<file path="config.mk">
export PLATFORM = sky130hd
export DESIGN_NAME = dac_tdm_if_flat
export DESIGN_NICKNAME = d
export VERILOG_FILES = /design/src/rtl/dac_tdm_if_if.sv /design/src/rtl/dac_tdm_if.sv /design/src/flat_wrapper.sv
export SDC_FILE = /design/constraint.sdc
export NUM_CORES = 1
export LEC_CHECK = 0
export CAP_MARGIN = 20
export CORE_MARGIN = 2
export CORE_UTILIZATION = 40
export CTS_CLUSTER_SIZE = 8
export DETAILED_ROUTE_END_ITERATION = 10
export GPL_ROUTABILITY_DRIVEN = 1
export PLACE_DENSITY_LB_ADDON = 0.1
export REMOVE_ABC_BUFFERS = 1
export SYNTH_ARGS = -nofsm -noshare
export SYNTH_HDL_FRONTEND = slang
export SYNTH_SLANG_ARGS = --single-unit
export TNS_END_PERCENT = 100
</file>
<file path="constraint.sdc">
create_clock -name dac_clk_i -period 1.5 [get_ports dac_clk_i]
set_input_delay 0.225 -clock dac_clk_i [delete_from_list [all_inputs] [get_ports dac_clk_i]]
set_output_delay 0.225 -clock dac_clk_i [all_outputs]
set_load 0.005 [all_outputs]
</file>
<file path="src/rtl/dac_tdm_if_if.sv">
// dac_tdm_if_if: sample-load and DAC-side bus bundle for dac_tdm_if
interface dac_tdm_if_if #(
  parameter int NB_CHAN    = 2,
  parameter int DATA_WIDTH = 16,
  parameter int DAC_WIDTH  = 14
);
  localparam int SEL_W = NB_CHAN > 2 ? $clog2(NB_CHAN) : 1;
  logic                          dac_locked_i;
  logic [NB_CHAN*DATA_WIDTH-1:0] dac_dat_i;
  logic [NB_CHAN-1:0]            dac_dat_en_i;
  logic [NB_CHAN-1:0]            dac_dat_rst_i;
  logic [DAC_WIDTH-1:0]          dac_dat_o;
  logic [SEL_W-1:0]              dac_sel_o;
  logic                          dac_wrt_o;
  logic                          dac_frame_o;
  logic                          dac_rst_o;
  logic                          dac_run_o;
  modport slave (
    input  dac_locked_i, dac_dat_i, dac_dat_en_i, dac_dat_rst_i,
    output dac_dat_o, dac_sel_o, dac_wrt_o, dac_frame_o, dac_rst_o, dac_run_o
  );
  modport master (
    output dac_locked_i, dac_dat_i, dac_dat_en_i, dac_dat_rst_i,
    input  dac_dat_o, dac_sel_o, dac_wrt_o, dac_frame_o, dac_rst_o, dac_run_o
  );
endinterface

</file>
<file path="src/rtl/dac_tdm_if.sv">
// dac_tdm_if: time-multiplexes NB_CHAN held samples onto one DAC bus with lock-gated reset sequencing
module dac_tdm_if #(
  parameter int NB_CHAN    = 2,
  parameter int DATA_WIDTH = 16,
  parameter int DAC_WIDTH  = 14,
  parameter int FORMAT     = 1,
  parameter int ROUND      = 0,
  parameter int RST_CYCLES = 4
) (
  input logic         dac_clk_i,
  input logic         dac_rst_i,
  dac_tdm_if_if.slave bus
);
  localparam int SEL_W = NB_CHAN > 2 ? $clog2(NB_CHAN) : 1;
  localparam int SHIFT = DATA_WIDTH - DAC_WIDTH;
  localparam int RC_W  = $clog2(RST_CYCLES + 1);
  // zero rounding offset turns the shared path into plain truncation
  localparam logic [DATA_WIDTH:0] HALF =
    (ROUND != 0 && SHIFT > 0) ? (DATA_WIDTH+1)'(1) << (SHIFT > 0 ? SHIFT - 1 : 0) : '0;
  typedef enum logic [1:0] {WAIT_LOCK, RESET_HOLD, RUN} state_t;
  state_t                state_q, state_d;
  logic [RC_W-1:0]       rcnt_q, rcnt_d;
  logic [SEL_W-1:0]      cnt_q, cnt_d, sel_q, sel_d;
  logic [DATA_WIDTH-1:0] hold_q [NB_CHAN];
  logic [DATA_WIDTH-1:0] hold_d [NB_CHAN];
  logic [DATA_WIDTH-1:0] frame_q [NB_CHAN];
  logic [DATA_WIDTH-1:0] frame_d [NB_CHAN];
  logic [DAC_WIDTH-1:0]  dat_q, dat_d, mid;
  logic                  wrt_q, wrt_d, frm_q, frm_d;
  logic                  to_run, emit, snap;
  function automatic logic [DAC_WIDTH-1:0] fmt(input logic [DATA_WIDTH-1:0] s);
    logic [DATA_WIDTH:0]  sum;
    logic [DAC_WIDTH:0]   sh;
    logic [DAC_WIDTH-1:0] c;
    sum = {s[DATA_WIDTH-1], s} + HALF;
    sh  = (DAC_WIDTH+1)'(sum >> SHIFT);
    c   = (sh[DAC_WIDTH] ^ sh[DAC_WIDTH-1]) ? {sh[DAC_WIDTH], {(DAC_WIDTH-1){~sh[DAC_WIDTH]}}}
                                            : sh[DAC_WIDTH-1:0];
    return FORMAT == 0 ? {~c[DAC_WIDTH-1], c[DAC_WIDTH-2:0]} :
           FORMAT == 1 ? {c[DAC_WIDTH-1], ~c[DAC_WIDTH-2:0]} : c;
  endfunction
  assign mid = fmt('0);
  always_comb begin
    to_run  = state_q == RESET_HOLD && bus.dac_locked_i && rcnt_q == RC_W'(RST_CYCLES - 1);
    emit    = state_q == RUN && bus.dac_locked_i;
    snap    = to_run || (emit && cnt_q == SEL_W'(NB_CHAN - 1));
    state_d = !bus.dac_locked_i ? WAIT_LOCK : state_q == WAIT_LOCK ? RESET_HOLD : to_run ? RUN : state_q;
    rcnt_d  = state_q == RESET_HOLD ? rcnt_q + 1'b1 : '0;
    cnt_d   = (state_q != RUN || cnt_q == SEL_W'(NB_CHAN - 1)) ? '0 : cnt_q + 1'b1;
    for (int c = 0; c < NB_CHAN; c++) begin
      hold_d[c]  = bus.dac_dat_rst_i[c] ? '0 :
                   bus.dac_dat_en_i[c] ? bus.dac_dat_i[c*DATA_WIDTH +: DATA_WIDTH] : hold_q[c];
      frame_d[c] = snap ? hold_q[c] : frame_q[c];
    end
    dat_d = emit ? fmt(frame_q[cnt_q]) : mid;
    sel_d = emit ? cnt_q : '0;
    wrt_d = emit;
    frm_d = emit && cnt_q == '0;
  end
  always_ff @(posedge dac_clk_i) begin
    if (dac_rst_i) begin
      state_q <= WAIT_LOCK;
      rcnt_q  <= '0;
      cnt_q   <= '0;
      dat_q   <= mid;
      sel_q   <= '0;
      wrt_q   <= 1'b0;
      frm_q   <= 1'b0;
      for (int c = 0; c < NB_CHAN; c++) begin
        hold_q[c]  <= '0;
        frame_q[c] <= '0;
      end
    end else begin
      state_q <= state_d;
      rcnt_q  <= rcnt_d;
      cnt_q   <= cnt_d;
      dat_q   <= dat_d;
      sel_q   <= sel_d;
      wrt_q   <= wrt_d;
      frm_q   <= frm_d;
      hold_q  <= hold_d;
      frame_q <= frame_d;
    end
  end
  assign bus.dac_dat_o   = dat_q;
  assign bus.dac_sel_o   = sel_q;
  assign bus.dac_wrt_o   = wrt_q;
  assign bus.dac_frame_o = frm_q;
  assign bus.dac_rst_o   = state_q != RUN;
  assign bus.dac_run_o   = state_q == RUN;
endmodule

</file>
<file path="src/flat_wrapper.sv">
// flat-port wrapper written by rule: the top's interface ports become plain ports
module dac_tdm_if_flat 
#(
  parameter int NB_CHAN    = 2,
  parameter int DATA_WIDTH = 16,
  parameter int DAC_WIDTH  = 14,
  parameter int FORMAT     = 1,
  parameter int ROUND      = 0,
  parameter int RST_CYCLES = 4
)
  (dac_clk_i, dac_rst_i, bus_dac_locked_i, bus_dac_dat_i, bus_dac_dat_en_i, bus_dac_dat_rst_i, bus_dac_dat_o, bus_dac_sel_o, bus_dac_wrt_o, bus_dac_frame_o, bus_dac_rst_o, bus_dac_run_o);
  dac_tdm_if_if #(.NB_CHAN(NB_CHAN), .DATA_WIDTH(DATA_WIDTH), .DAC_WIDTH(DAC_WIDTH)) bus_i ();
  input logic dac_clk_i;
  input logic dac_rst_i;
  input wire logic [$bits(bus_i.dac_locked_i)-1:0] bus_dac_locked_i;
  input wire logic [$bits(bus_i.dac_dat_i)-1:0] bus_dac_dat_i;
  input wire logic [$bits(bus_i.dac_dat_en_i)-1:0] bus_dac_dat_en_i;
  input wire logic [$bits(bus_i.dac_dat_rst_i)-1:0] bus_dac_dat_rst_i;
  output wire logic [$bits(bus_i.dac_dat_o)-1:0] bus_dac_dat_o;
  output wire logic [$bits(bus_i.dac_sel_o)-1:0] bus_dac_sel_o;
  output wire logic [$bits(bus_i.dac_wrt_o)-1:0] bus_dac_wrt_o;
  output wire logic [$bits(bus_i.dac_frame_o)-1:0] bus_dac_frame_o;
  output wire logic [$bits(bus_i.dac_rst_o)-1:0] bus_dac_rst_o;
  output wire logic [$bits(bus_i.dac_run_o)-1:0] bus_dac_run_o;
  assign bus_i.dac_locked_i = bus_dac_locked_i;
  assign bus_i.dac_dat_i = bus_dac_dat_i;
  assign bus_i.dac_dat_en_i = bus_dac_dat_en_i;
  assign bus_i.dac_dat_rst_i = bus_dac_dat_rst_i;
  assign bus_dac_dat_o = bus_i.dac_dat_o;
  assign bus_dac_sel_o = bus_i.dac_sel_o;
  assign bus_dac_wrt_o = bus_i.dac_wrt_o;
  assign bus_dac_frame_o = bus_i.dac_frame_o;
  assign bus_dac_rst_o = bus_i.dac_rst_o;
  assign bus_dac_run_o = bus_i.dac_run_o;
  dac_tdm_if #(.NB_CHAN(NB_CHAN), .DATA_WIDTH(DATA_WIDTH), .DAC_WIDTH(DAC_WIDTH), .FORMAT(FORMAT), .ROUND(ROUND), .RST_CYCLES(RST_CYCLES)) u_core (.dac_clk_i(dac_clk_i), .dac_rst_i(dac_rst_i), .bus(bus_i));
endmodule
</file>
==> results of run 1 <==
[registers in the layout (all words and copies together), names as in the netlist]
signal,cells
u_core.frame_q,28
u_core.hold_q,28
u_core.bus.dac_dat_o,14
u_core.rcnt_q,3
u_core.state_q,2
u_core.bus.dac_frame_o,1
u_core.bus.dac_sel_o,1
u_core.bus.dac_wrt_o,1
u_core.cnt_q,1
[worst paths after layout]
kind	from	endpoint	slack, ps
hold / removal	u_core.frame_q[3]	u_core.bus.dac_dat_o[1]	440
setup reg to reg	u_core.rcnt_q[0]	u_core.frame_q[2]	60
hold reg to reg	u_core.frame_q[3]	u_core.bus.dac_dat_o[1]	440
setup / recovery	u_core.state_q[1]	bus_dac_rst_o	50
[worst reg2reg max path, stage by stage, from the launching register on]
cell and delay [ps]:
dfxtp_2 360, ha_4 150, ha_4 130, nand4b_1 140
o21ai_4 100, buf_12 150, buf_12 130, mux2i_1 200
[kinds of logic after synthesis]
logic type               synth area share (%)
AND/OR/NAND/NOR                          19.4
multiplexers                             20.1
adder cells (fa/ha/maj)                 0.831
buffers and inverters                    4.24
flip-flops                               52.5
AO/OA/AOI/OAI                            2.95
[where the power goes]
part | internal, mW | leakage (nW) | switching, mW
sequential | 2.12 | 0.641 | 0.0163
combinational | 0.166 | 0.765 | 0.0931
clock | 0.808 | 0.100 | 0.735
[synth_stat cells]
library cell,n,area (sq um)
a21oi_1,1,5.00
a22oi_1,10,75.1
and2_1,1,6.26
and3_1,1,6.26
and4bb_1,1,12.5
buf_12,2,40.0
buf_2,4,20.0
buf_6,1,11.3
clkbuf_1,13,48.8
dfxtp_1,79,1580
ha_1,2,25.0
inv_1,1,3.75
inv_2,1,3.75
mux2_2,3,33.8
mux2i_1,57,571
nand2_1,6,22.5
nand2b_1,57,357
nand4b_1,1,8.76
nor2_1,33,124
nor2b_4,1,13.8
nor3_1,4,20.0
o21ai_2,1,8.76
or2_2,2,12.5
[what timing repair did]
| action | CTS | global route |
|---|---|---|
| endpoints found under the setup margin | 2 | 21 |
| gates cloned | 0 | 4 |
| buffers inserted | 2 | 2 |
| pin swaps | 0 | 2 |
| gates resized for setup | 6 | 6 |
[routing by layer]
layer / global-route usage (%) / up-vias
met5: 0 / -
met4: 5.00 / 0
met3: 5.68 / 8
met2: 23.3 / 43
met1: 17.9 / 970
li1: - / 1063
[cell type report]
| class | count | area [sq um] | area share, % |
|---|---|---|---|
| flip-flops and latches | 79 | 1590 | 39.0 |
| multi-input cells | 181 | 1330 | 32.8 |
| repair buffers | 75 | 826 | 20.3 |
| clock buffers | 12 | 145 | 3.56 |
| well taps | 99 | 124 | 3.04 |
| clock inverters | 4 | 45.0 | 1.11 |
| inverters | 2 | 10.0 | 0.246 |
==> results.sh, run 1 <==
export IMPL_status="complete, no violations"
export IMPL_hold_viol=0
export IMPL_rows=31
export IMPL_worst_pin_slew_ps=282
export IMPL_final_util_pct=56.1
export IMPL_synthesis_instances=282
export IMPL_criticalPathCategory="reg -> out"
export IMPL_grt_pass1_wl_um=9360
export IMPL_post_route_cell_area_sq_um=4070
export IMPL_synth_seq_cells=79
export IMPL_fin_crit_ps=1450
export IMPL_wire_per_inst_um=13.7
export IMPL_peakVddDrop_mv=0.524
export IMPL_worstSetupStartpointType="flop"
export IMPL_finClkSkew_ps=3.46
export IMPL_drv_slew=0
export IMPL_setup_viol=0
export IMPL_met2_wirelength_um=2890
export IMPL_slowest_stage="dfxtp_4"
export IMPL_insertion_delay_ps=340
export IMPL_crit_fanout=5
export IMPL_drtPass1Iterations=4
export IMPL_antenna_cells=0
export IMPL_min_path_type="reg -> reg"
export IMPL_clock_fmax_mhz=690
export IMPL_power_density_nw_per_um2=968
export IMPL_period_share_pct=96.6
export IMPL_worstPathArrival_ps=1220
export IMPL_cp_num_buf_inv=3
export IMPL_final_setup_tns_ps=0
export IMPL_dp_slack_ps=-202
export IMPL_ctsHoldBuffers=0
export IMPL_mostFrequentLayoutCells="dfxtp_1, mux2i_1, nand2b_1"
export IMPL_cts_buffers=9
export IMPL_grt_usage_pct=14.6
export IMPL_r2r_cells=7
export IMPL_root_buffer="clkbuf_8"
export IMPL_hold_slack_ps=443
export IMPL_fin_nets=389
export IMPL_syn_avg_cell_area_sq_um=10.7
export IMPL_cts_clk_slew_worst_paths_ps=80
export IMPL_ys_seq_area_share_pct=52.5
export IMPL_ys_types=23
export IMPL_core_region_area_sq_um=7250
export IMPL_fp_dieH_um=90.8
export IMPL_die_w_um=90.8
export IMPL_clock_path_buffers=2
export IMPL_nFillCells=664
export IMPL_area_delta_synth_final_pct=35.2
export IMPL_required_ps=1270
export IMPL_cp_depth=4
export IMPL_dieArea_sq_um=8240
export IMPL_grt_max_degree=20
export IMPL_cp_slowest_stage_delay_ps=350
export IMPL_post_dp_hpwl_um=4130
export IMPL_viasPerCell=4.61
export IMPL_drc=0
export IMPL_whs_path_depth=1
export IMPL_drv_cap=0
export IMPL_relSlewSlack_pct=81.2
export IMPL_worstSetupEndpointType="primary output"
export IMPL_port_buffers=53
export IMPL_dpl_cell_area_sq_um=3720
export IMPL_clkSinkCount=79
export IMPL_ant_nets=0
export IMPL_setup_ws_ps=50.9
export IMPL_power_mw=3.94
export IMPL_place_gp_congestion=0.759
export IMPL_layout_commonest_cell="dfxtp_1"
export IMPL_routed_via_count=2084
export IMPL_antenna_found_initial=0
export IMPL_critical_path_top_delay_family="buffers and inverters"
export IMPL_syn_cell_area_sq_um=3010
export IMPL_top_layer="met4"
export IMPL_final_cell_count_no_fill=452
export IMPL_grt_ovfl_total=0
export IMPL_drtIter0Drc=53
export IMPL_wl_met1_um=2910
export IMPL_yosysWarningCount=0
export IMPL_io_pins=58
export IMPL_cts_tree="yes"
export IMPL_wirelength_um=6180
export IMPL_crit_path_cell_trace="nor2b_4 -> buf_4 -> inv_4 -> clkdlybuf4s15_1"
export IMPL_htree_levels=3
export IMPL_grt_pass1_vias=1948
export IMPL_drive_gt1_share_pct=13.9
export IMPL_wl_met3_um=288
export IMPL_total_leakage_power_nw=1.51
export IMPL_start_util_pct=41.5
export IMPL_place_inst=428
Power figures use the tool's default switching activity.
==> run 2, diff against run 1 <==
--- a/config.mk
+++ b/config.mk
@@ -10,7 +10,7 @@
 export CORE_UTILIZATION = 40
 export CTS_CLUSTER_SIZE = 8
 export DETAILED_ROUTE_END_ITERATION = 10
-export GPL_ROUTABILITY_DRIVEN = 1
+export HOLD_SLACK_MARGIN = 0.03
 export PLACE_DENSITY_LB_ADDON = 0.1
 export REMOVE_ABC_BUFFERS = 1
 export SYNTH_ARGS = -nofsm -noshare
==> results of run 2 <==
Final layout, timing and power as in run 1 (identical DEF).
==> run 3, diff against run 2 <==
--- a/config.mk
+++ b/config.mk
@@ -8,7 +8,6 @@
 export CAP_MARGIN = 20
 export CORE_MARGIN = 2
 export CORE_UTILIZATION = 40
-export CTS_CLUSTER_SIZE = 8
 export DETAILED_ROUTE_END_ITERATION = 10
 export HOLD_SLACK_MARGIN = 0.03
 export PLACE_DENSITY_LB_ADDON = 0.1
==> results of run 3 <==
Final layout, timing and power as in run 1 (identical DEF).
